===== src/rtl/hazard_pkg.sv =====
// Shared types for the hazard detection unit: stall FSM state, the
// destination-register tag carried down the pipe, and the x0 constant.
package hazard_pkg;

    typedef enum logic [0:0] {
        RUN      = 1'b0,
        LU_STALL = 1'b1
    } hazard_state_e;

    typedef struct packed {
        logic [4:0] rd;
        logic       RegWrite;
        logic       MemRead;
    } pipe_tag_t;

    localparam logic [4:0] REG_ZERO = 5'd0;

    // True when an instruction that reads 'rs' depends on the tagged producer.
    function automatic logic reads_tag(input logic uses, input logic [4:0] rs,
                                       input pipe_tag_t tag);
        return uses && (tag.rd == rs);
    endfunction

endpackage


===== src/rtl/hazard_perf_counters.sv =====
// Saturating event counters for stall, flush and freeze cycles.
// Only instantiated when HAZARD_PERF_CNT_EN is defined.
module hazard_perf_counters #(
    parameter int CNT_W = 32
) (
    input  logic             clk_i,
    input  logic             rst_ni,
    input  logic             stall_i,
    input  logic             flush_i,
    input  logic             freeze_i,
    output logic [CNT_W-1:0] stall_cycles_o,
    output logic [CNT_W-1:0] flush_count_o,
    output logic [CNT_W-1:0] freeze_cycles_o
);

    logic [CNT_W-1:0] stall_q, stall_d;
    logic [CNT_W-1:0] flush_q, flush_d;
    logic [CNT_W-1:0] freeze_q, freeze_d;

    // Increment on each flagged cycle, sticking at all-ones.
    always_comb begin
        stall_d  = stall_q;
        flush_d  = flush_q;
        freeze_d = freeze_q;
        if (stall_i  && (stall_q  != '1)) stall_d  = stall_q  + 1'b1;
        if (flush_i  && (flush_q  != '1)) flush_d  = flush_q  + 1'b1;
        if (freeze_i && (freeze_q != '1)) freeze_d = freeze_q + 1'b1;
    end

    // Counter registers.
    always_ff @(posedge clk_i or negedge rst_ni) begin
        if (!rst_ni) begin
            stall_q  <= '0;
            flush_q  <= '0;
            freeze_q <= '0;
        end else begin
            stall_q  <= stall_d;
            flush_q  <= flush_d;
            freeze_q <= freeze_d;
        end
    end

    assign stall_cycles_o  = stall_q;
    assign flush_count_o   = flush_q;
    assign freeze_cycles_o = freeze_q;

endmodule


===== src/rtl/hazard_detection_unit.sv =====
// Hazard detection for the 5-stage pipeline: tracks rd/RegWrite/MemRead
// through ID/EX, EX/MEM and MEM/WB and generates stall, flush, bubble and
// freeze controls for load-use, data-memory wait and taken branches.
// Optional performance counters are enabled with HAZARD_PERF_CNT_EN.
module hazard_detection_unit
    import hazard_pkg::*;
#(
    parameter int LOAD_USE_CYCLES = 1,
    parameter int CNT_W           = 32
) (
    input  logic       clk,
    input  logic       rst_n,
    input  logic [4:0] IFID_rs1,
    input  logic [4:0] IFID_rs2,
    input  logic       ID_uses_rs1,
    input  logic       ID_uses_rs2,
    input  logic [4:0] ID_rd,
    input  logic       ID_RegWrite,
    input  logic       ID_MemRead,
    input  logic       EX_branch_taken,
    input  logic       mem_ready,
    input  logic       EXMEM_MemAccess,
    output logic       PC_Write,
    output logic       IFID_Write,
    output logic       IFID_Flush,
    output logic       IDEX_Bubble,
    output logic       Pipe_Freeze,
    output logic [4:0] IDEX_rd,
    output logic [4:0] EXMEM_rd,
    output logic [4:0] MEM_WB_rd,
    output logic       IDEX_RegWrite,
    output logic       EXMEM_RegWrite,
    output logic       MEM_WB_RegWrite,
    output logic       IDEX_MemRead
`ifdef HAZARD_PERF_CNT_EN
    ,
    output logic [CNT_W-1:0] stall_cycles,
    output logic [CNT_W-1:0] flush_count,
    output logic [CNT_W-1:0] freeze_cycles
`endif
);

    // The first bubble is issued from RUN, so LU_STALL covers the rest.
    localparam logic [2:0] LU_CNT_INIT =
        (LOAD_USE_CYCLES > 1) ? 3'(LOAD_USE_CYCLES - 2) : 3'd0;

    hazard_state_e state_q, state_d;
    logic [2:0]    cnt_q, cnt_d;
    pipe_tag_t     idex_q, idex_d;
    pipe_tag_t     exmem_q, exmem_d;
    pipe_tag_t     memwb_q, memwb_d;

    logic load_use;
    logic mem_wait;
    logic stall_active;

    assign load_use = idex_q.MemRead && idex_q.RegWrite && (idex_q.rd != REG_ZERO) &&
                      (reads_tag(ID_uses_rs1, IFID_rs1, idex_q) ||
                       reads_tag(ID_uses_rs2, IFID_rs2, idex_q));
    assign mem_wait     = EXMEM_MemAccess && !mem_ready;
    assign stall_active = (state_q == LU_STALL) || load_use;

    // Mealy pipeline controls, prioritised; all held low while in reset.
    always_comb begin
        PC_Write    = 1'b0;
        IFID_Write  = 1'b0;
        IFID_Flush  = 1'b0;
        IDEX_Bubble = 1'b0;
        Pipe_Freeze = 1'b0;
        if (rst_n) begin
            if (mem_wait) begin
                Pipe_Freeze = 1'b1;
            end else if (EX_branch_taken) begin
                // IF/ID must load so that the NOP actually replaces the fetch.
                PC_Write    = 1'b1;
                IFID_Write  = 1'b1;
                IFID_Flush  = 1'b1;
                IDEX_Bubble = 1'b1;
            end else if (stall_active) begin
                IDEX_Bubble = 1'b1;
            end else begin
                PC_Write   = 1'b1;
                IFID_Write = 1'b1;
            end
        end
    end

    // Load-use stall sequencing: freeze holds, branch aborts, else count bubbles.
    always_comb begin
        state_d = state_q;
        cnt_d   = cnt_q;
        if (mem_wait) begin
            state_d = state_q;
        end else if (EX_branch_taken) begin
            state_d = RUN;
            cnt_d   = 3'd0;
        end else if (state_q == LU_STALL) begin
            if (cnt_q == 3'd0) begin
                state_d = RUN;
            end else begin
                cnt_d = cnt_q - 3'd1;
            end
        end else if (load_use && (LOAD_USE_CYCLES > 1)) begin
            state_d = LU_STALL;
            cnt_d   = LU_CNT_INIT;
        end
    end

    // Next values of the tracked destination tags.
    always_comb begin
        idex_d  = idex_q;
        exmem_d = exmem_q;
        memwb_d = '0;
        if (!Pipe_Freeze) begin
            memwb_d = exmem_q;
            exmem_d = idex_q;
            if (IDEX_Bubble) begin
                idex_d = '0;
            end else begin
                idex_d.rd       = ID_rd;
                idex_d.RegWrite = ID_RegWrite;
                idex_d.MemRead  = ID_MemRead;
            end
        end
    end

    // State, counter and tracking registers.
    always_ff @(posedge clk or negedge rst_n) begin
        if (!rst_n) begin
            state_q <= RUN;
            cnt_q   <= 3'd0;
            idex_q  <= '0;
            exmem_q <= '0;
            memwb_q <= '0;
        end else begin
            state_q <= state_d;
            cnt_q   <= cnt_d;
            idex_q  <= idex_d;
            exmem_q <= exmem_d;
            memwb_q <= memwb_d;
        end
    end

    assign IDEX_rd         = idex_q.rd;
    assign IDEX_RegWrite   = idex_q.RegWrite;
    assign IDEX_MemRead    = idex_q.MemRead;
    assign EXMEM_rd        = exmem_q.rd;
    assign EXMEM_RegWrite  = exmem_q.RegWrite;
    assign MEM_WB_rd       = memwb_q.rd;
    assign MEM_WB_RegWrite = memwb_q.RegWrite;

    // EX/MEM and MEM/WB MemRead are carried for struct uniformity only.
    logic unused_memread;
    assign unused_memread = exmem_q.MemRead ^ memwb_q.MemRead;

`ifdef HAZARD_PERF_CNT_EN
    hazard_perf_counters #(
        .CNT_W (CNT_W)
    ) u_perf (
        .clk_i           (clk),
        .rst_ni          (rst_n),
        .stall_i         (IDEX_Bubble && !IFID_Flush),
        .flush_i         (IFID_Flush),
        .freeze_i        (Pipe_Freeze),
        .stall_cycles_o  (stall_cycles),
        .flush_count_o   (flush_count),
        .freeze_cycles_o (freeze_cycles)
    );
`else
    logic unused_cnt_w;
    assign unused_cnt_w = ^CNT_W;
`endif

endmodule


===== config.mk =====
export PLATFORM = sky130hd
export DESIGN_NAME = hazard_detection_unit
export DESIGN_NICKNAME = d
export VERILOG_FILES = /design/src/rtl/hazard_pkg.sv /design/src/rtl/hazard_perf_counters.sv /design/src/rtl/hazard_detection_unit.sv
export SDC_FILE = /design/constraint.sdc
export NUM_CORES = 1
export LEC_CHECK = 0
export ABC_CLOCK_PERIOD_IN_PS = 2100
export CORE_ASPECT_RATIO = 0.75
export CORE_MARGIN = 8
export CORE_UTILIZATION = 55
export CTS_BUF_LIST = sky130_fd_sc_hd__clkbuf_4 sky130_fd_sc_hd__clkbuf_8
export DETAILED_ROUTE_END_ITERATION = 10
export DONT_BUFFER_PORTS = 1
export PLACE_DENSITY = 0.77
export SLEW_MARGIN = 25
export SYNTH_ARGS = -nofsm -noshare
export SYNTH_HDL_FRONTEND = slang
export SYNTH_SLANG_ARGS = --single-unit

===== constraint.sdc =====
create_clock -name clk -period 2.1 [get_ports clk]
set_clock_uncertainty 0.1 [all_clocks]
set_input_delay 0.42 -clock clk [delete_from_list [all_inputs] [get_ports clk]]
set_output_delay 0.42 -clock clk [all_outputs]
set_load 0.005 [all_outputs]

# Yosys cells after proc, flatten, opt, wreduce, memory -nomap -nowiden
# Cells that the tools add are included.
# op_classes
addsub	1
bitwise_logic	1
mux	21
reduce_logical	13
n_eq_ne	3
# op_table
op	n
$mux 1	16
$mux 7	2
$eq 5x5->1	2
$mux 3	3
$logic_and 1x1->1	6
$reduce_bool 5->1	1
$logic_not 3->1	1
$reduce_and 3->1	1
$sub 3x1->3 const B	1
$logic_or 1x1->1	2
$ne 2x2->1 const B	1
$reduce_bool 2->1	1
$logic_not 1->1	1
$not 1->1	1
# word_totals
in_bits	24
reg_bits	24
wordCells	49
output_inout_bits	24

# Logic depth before layout (Yosys ltp)
# depth
word_depth	10
mapped_depth	7
mapped_depth_nobuf	7

# Worst setup path before layout
# Ideal clock, no wire load.
# synth_timing
kind	register to output
start	register idex_q, in the netlist IDEX_rd[0]
end	output port PC_Write
path_stages_with_launch	6
arrival_time_ps	1535
n_path_buf	1
slack_ps	45
t_required_ps	1580
path_cell_list	dfrtp_1 or3_1 o311a_4 a21oi_1 o21ba_2 buf_4
# synth_via
elab_chain_len	9
word_cells_on_any_way	13
cone_classes	2 x eq/ne; 4 x mux; 7 x reduce/logical
# synth_rtl
item	line_no	rtl
start: declaration	hazard_detection_unit.sv:49	pipe_tag_t idex_q, idex_d;
start signal: assignment	hazard_detection_unit.sv:138	idex_q <= idex_d;
$eq 5x5->1	hazard_pkg.sv:21	return uses && (tag.rd == rs);
$logic_and 1x1->1	hazard_pkg.sv:21	
$logic_or 1x1->1	hazard_detection_unit.sv:58	(reads_tag(ID_uses_rs1, IFID_rs1, idex_q) ||
$logic_and 1x1->1 (*)	hazard_detection_unit.sv:57	assign load_use = idex_q.MemRead && idex_q.RegWrite && (idex_q.rd != REG_ZERO) &&
$logic_or 1x1->1 (*)	hazard_detection_unit.sv:61	assign stall_active = (state_q == LU_STALL) || load_use;
$mux 1 (*) (4 in a row)	n/a	
end: declaration	hazard_detection_unit.sv:23	output logic PC_Write,
# Mark *: on every way between the ends. The rest lies on a longest branch, timed or not.

# Final worst setup path
# layout_timing
start	register idex_q, in the netlist IDEX_rd[0]
end	output port IDEX_Bubble
# layout_via
elab_chain_len	9
word_cells_on_any_way	13
cone_classes	2 x eq/ne; 4 x mux; 7 x reduce/logical
# layout_rtl
item	line_no	rtl
$eq 5x5->1	hazard_pkg.sv:21	
$logic_and 1x1->1	hazard_pkg.sv:21	
$logic_or 1x1->1	hazard_detection_unit.sv:58	
$logic_and 1x1->1 (*)	hazard_detection_unit.sv:57	
$logic_or 1x1->1 (*)	hazard_detection_unit.sv:61	
$mux 1 (*)	hazard_detection_unit.sv:79	end else if (stall_active) begin
$mux 1 (*)	hazard_detection_unit.sv:73	end else if (EX_branch_taken) begin
$mux 1 (*)	hazard_detection_unit.sv:71	if (mem_wait) begin
$mux 1 (*)	hazard_detection_unit.sv:70	if (rst_n) begin
end: declaration	hazard_detection_unit.sv:26	output logic IDEX_Bubble,
# Marks and branches as above.

==> summary.json <==
{
  "die": {
    "core-area_um2": 1940,
    "die-width_um": 67.8,
    "io-pin-count": 48,
    "die_h_um": 54.8,
    "num_rows": 14,
    "dieArea_um2": 3720,
    "floorplan.initialDensity": 0.569
  },
  "clock_network": {
    "root_buffer": "sky130_fd_sc_hd__clkbuf_4",
    "clock_insertion_delay_worst_skew_ns": 0.32,
    "clock-sinks": 23,
    "clockBufferDepth": 2,
    "number_of_h_tree_levels": 1,
    "path_clk_slew_ns": 0.13,
    "cts_tree": "yes",
    "total_cts_buffers": 3
  },
  "setup_path": {
    "timing.critical_path.fanout_max": 5,
    "crit_path_start_kind": "flop",
    "slowest_stage_cell_cp": "sky130_fd_sc_hd__dfrtp_2",
    "setup.worst_path.class": "flop to output port",
    "required_ns": 1.58,
    "regToRegStartpoint": "IDEX_rd[0]$_DFFE_PN0N_",
    "critPathLaunch": "IDEX_rd[0]$_DFFE_PN0N_",
    "worstPathCellList": "or3_4 -> o311a_4 -> a211oi_2 -> nor2_1",
    "crit_path_max_incr_delay_ns": 0.47,
    "number_of_buffers_and_inverters_on_the_critical_path": 0,
    "worst_ep_arrival_time_ns": 1.86,
    "path_delay_family": "compound AO/OA/AOI/OAI gates",
    "critical_path.endpoint_type": "output port"
  },
  "timing": {
    "totalNegativeSetupSlack_ns": -0.804,
    "number_of_max_slew_violations_in_the_final_report": 0,
    "worst-slew-pin-transition_ns": 0.491,
    "relSlewSlack": 0.673,
    "timing.final.crit_period_ns": 2.38,
    "timing.fmax_mhz": 420,
    "layout_setup_ws_ns": -0.279,
    "final_min_period_over_clock_period": 1.13,
    "hold_viol": 0,
    "fin_worst_hold_slack_ns": 0.0644,
    "setup_repair_after_global_routing_missed_its_margin": "true",
    "setup_viol": 3
  },
  "power": {
    "clkPwrFrac": 0.247,
    "switching_share": 0.278,
    "pwr-share-seq": 0.611,
    "power.total_uw": 846,
    "power.internal_uw": 610,
    "ir_drop_mv": 0.405,
    "p_per_area_nw_per_um2": 677,
    "p_leak_uw": 0.000567,
    "combinationalPowerShare": 0.142,
    "switchingPower_uw": 235
  },
  "layout": {
    "fill_cell_instance_count_of_the_final_layout": 145,
    "num_antenna_cells": 0,
    "area_growth_syn_to_layout_pct": 12.9,
    "finalNetCount": 141,
    "ff_latch_area_um2": 579,
    "finish.utilization": 0.642,
    "multi_input_comb_area_um2": 537,
    "fraction_of_layout_instances_using_a_drive_strength_above_1": 0.184
  },
  "place": {
    "gpl.final_weighted_congestion": 0.763,
    "dp_hpwl_um": 2090,
    "total_of_buffers_placed_on_input_and_output_ports": 0
  },
  "synthesis": {
    "number_of_different_library_cells_in_the_post_synthesis_netlist": 27,
    "synth_xor_area_frac": 0.0792,
    "area_of_the_mapped_netlist_um2": 1110,
    "synth_fp_nets": 132,
    "largest_family_of_logic_cells_by_synthesized_area": "simple AND/OR/NAND/NOR gates",
    "avgSynthCellArea_um2": 10.4,
    "post_synth_inst_count": 106,
    "synth_simple_gate_area_share": 0.172,
    "yosys-mux-area-fraction": 0.00905,
    "yosysWarningCount": 0,
    "yosys_register_bits": 23,
    "seq_area_frac_synth": 0.520,
    "post_synth_fa_ha_maj_area_fraction": 0.0226,
    "synth-compound-area-share": 0.165
  },
  "hold_path": {
    "worst_min_path_start": "EX_branch_taken",
    "worstHoldPathType": "primary input to flop"
  },
  "flow_run": {
    "max_cap_violations": 0
  },
  "global_routing": {
    "grt_util_met2": 0.278,
    "grtUsageTotal": 0.158,
    "grt_util_met3": 0.0818,
    "use_met1": 0.153,
    "busiest_layer": "met2",
    "overflow": 0,
    "grt_max_degree": 24,
    "grt_first_pass_wirelength_um": 4170,
    "initial_antenna_violation_count": 0,
    "grt_pass1_vias": 814
  },
  "drt": {
    "viasPerCell": 5.93,
    "remaining_drc_errors": 0,
    "detail_route.wirelength_um": 2800,
    "num_vias": 818,
    "drt_first_iter_violations": 43,
    "post_drt_wl_per_cell_um": 20.3,
    "drt.antenna.violating_nets": 0,
    "detail_route.first_pass.iterations": 4
  },
  "status": {
    "violations": "setup timing",
    "outcome": "finished, violations left"
  }
}
==> layout make-up <==
class / instances / area share
repair buffers: 8 / 0.0481
inverters: 4 / 0.0120
clock inverters: 1 / 0.00401
multi-input cells: 75 / 0.430
clock buffers: 3 / 0.0180
flip-flops and latches: 23 / 0.464
well taps: 24 / 0.0240
==> power by group through the flow <==
| stage | logic [uW] | registers (uW) | clock network, uW |
|---|---|---|---|
| 6_report | 120 | 516 | 209 |
| 5_1_grt | 133 | 521 | 234 |
| 3_3_place_gp | 95.0 | 522 | 0 |
| 2_1_floorplan | 78.2 | 514 | 0 |
| 4_1_cts | 115 | 517 | 219 |
| 3_5_place_dp | 98.5 | 526 | 0 |
==> kinds of logic (layout without fill, tap and decap cells) <==
kind of cell | after synthesis | count (layout)
buf+inv | 8 | 16
mux | 1 | 1
compound gates | 21 | 21
simple gates | 41 | 41
xor+xnor | 10 | 10
fa+ha+maj | 2 | 2
flops | 23 | 23
==> state kept, by name (all words and copies together), names as in the netlist <==
register / flops
EXMEM_rd: 5
cnt_q: 3
IDEX_rd: 5
state_q: 1
MEM_WB_rd: 5
IDEX_RegWrite: 1
MEM_WB_RegWrite: 1
IDEX_MemRead: 1
EXMEM_RegWrite: 1
==> layer usage <==
metal  share of wire  vias up  wire [um]
li1                -      379          -
met1            0.37      396       1040
met2            0.51       37       1440
met3           0.088        6        247
met4           0.023        0         65
met5               0        -          0
==> synth_stat cells, drive strengths merged <==
cell	count	area share
dfrtp	23	0.52
nand2	23	0.078
xnor2	10	0.079
a22o	7	0.055
and2	6	0.034
a21oi	4	0.018
inv	4	0.014
o22ai	4	0.023
buf	2	0.011
clkbuf	2	0.0068
ha	2	0.023
nand2b	2	0.011
nand4	2	0.011
nor2	2	0.0068
nor3	2	0.0091
a211oi	1	0.0068
a31oi	1	0.019
and3	1	0.0057
mux2i	1	0.0091
nand3	1	0.0045
nor2b	1	0.0057
o21a	1	0.0068
o21ba	1	0.0091
o311a	1	0.019
o31a	1	0.0079
or3	1	0.0057
==> timing repair <==
item	CTS	global route
hold buffers	1	1
setup endpoints to repair	3	3
setup buffers	1	0
gates resized for setup	6	4
endpoints found under the hold margin	23	23
pin swaps	2	1
==> worst register-to-register path: cells and delay by family, from the launching register on <==
family / cells / cell delay (ns)
DFF: 1 / 0.47
and+or+nand+nor: 1 / 0.40
buffers and inverters: 1 / 0.15
AOI/OAI and AO/OA: 3 / 0.79
==> through the flow <==
step / worst slack (ns) / std cells / area (um^2)
3_3_place_gp: 0.0829 / 131 / 1150
6_report: -0.279 / 138 / 1250
4_1_cts: -0.280 / 137 / 1220
3_5_place_dp: 0.00237 / 131 / 1150
2_1_floorplan: 0.0452 / 106 / 1110
5_1_grt: -0.398 / 138 / 1250
==> cells in the final DEF, fill, tap and decap left out, types with 2 or more instances in the layout <==
cell type / synthesis / layout
sky130_fd_sc_hd__ha_1: 2 / 2
sky130_fd_sc_hd__nor2_1: 2 / 2
sky130_fd_sc_hd__dfrtp_1: 23 / 20
sky130_fd_sc_hd__inv_1: 4 / 4
sky130_fd_sc_hd__nand4_1: 2 / 2
sky130_fd_sc_hd__dfrtp_2: 0 / 3
sky130_fd_sc_hd__nand2_1: 23 / 23
sky130_fd_sc_hd__buf_4: 1 / 6
sky130_fd_sc_hd__nor3_1: 2 / 2
sky130_fd_sc_hd__nand2b_1: 2 / 2
sky130_fd_sc_hd__o22ai_1: 4 / 3
sky130_fd_sc_hd__a22o_1: 7 / 7
sky130_fd_sc_hd__a21oi_1: 4 / 3
sky130_fd_sc_hd__and2_1: 6 / 6
sky130_fd_sc_hd__xnor2_1: 10 / 10
sky130_fd_sc_hd__clkbuf_4: 0 / 3
==> worst paths after layout <==
kind,slack (ns),to,depth (start not counted)
worst max-delay path,-0.28,IDEX_Bubble,4
worst min-delay path,0.06,cnt_q[2]$_DFFE_PN0P_,1
worst max register to register,0.12,IDEX_rd[0]$_DFFE_PN0N_,5
worst min register to register,0.43,EXMEM_rd[2]$_DFFE_PN0N_,2
max in group asynchronous,1.06,IDEX_rd[0]$_DFFE_PN0N_,2
min in group asynchronous,0.48,IDEX_rd[3]$_DFFE_PN0N_,2
Power figures use the tool's default switching activity.
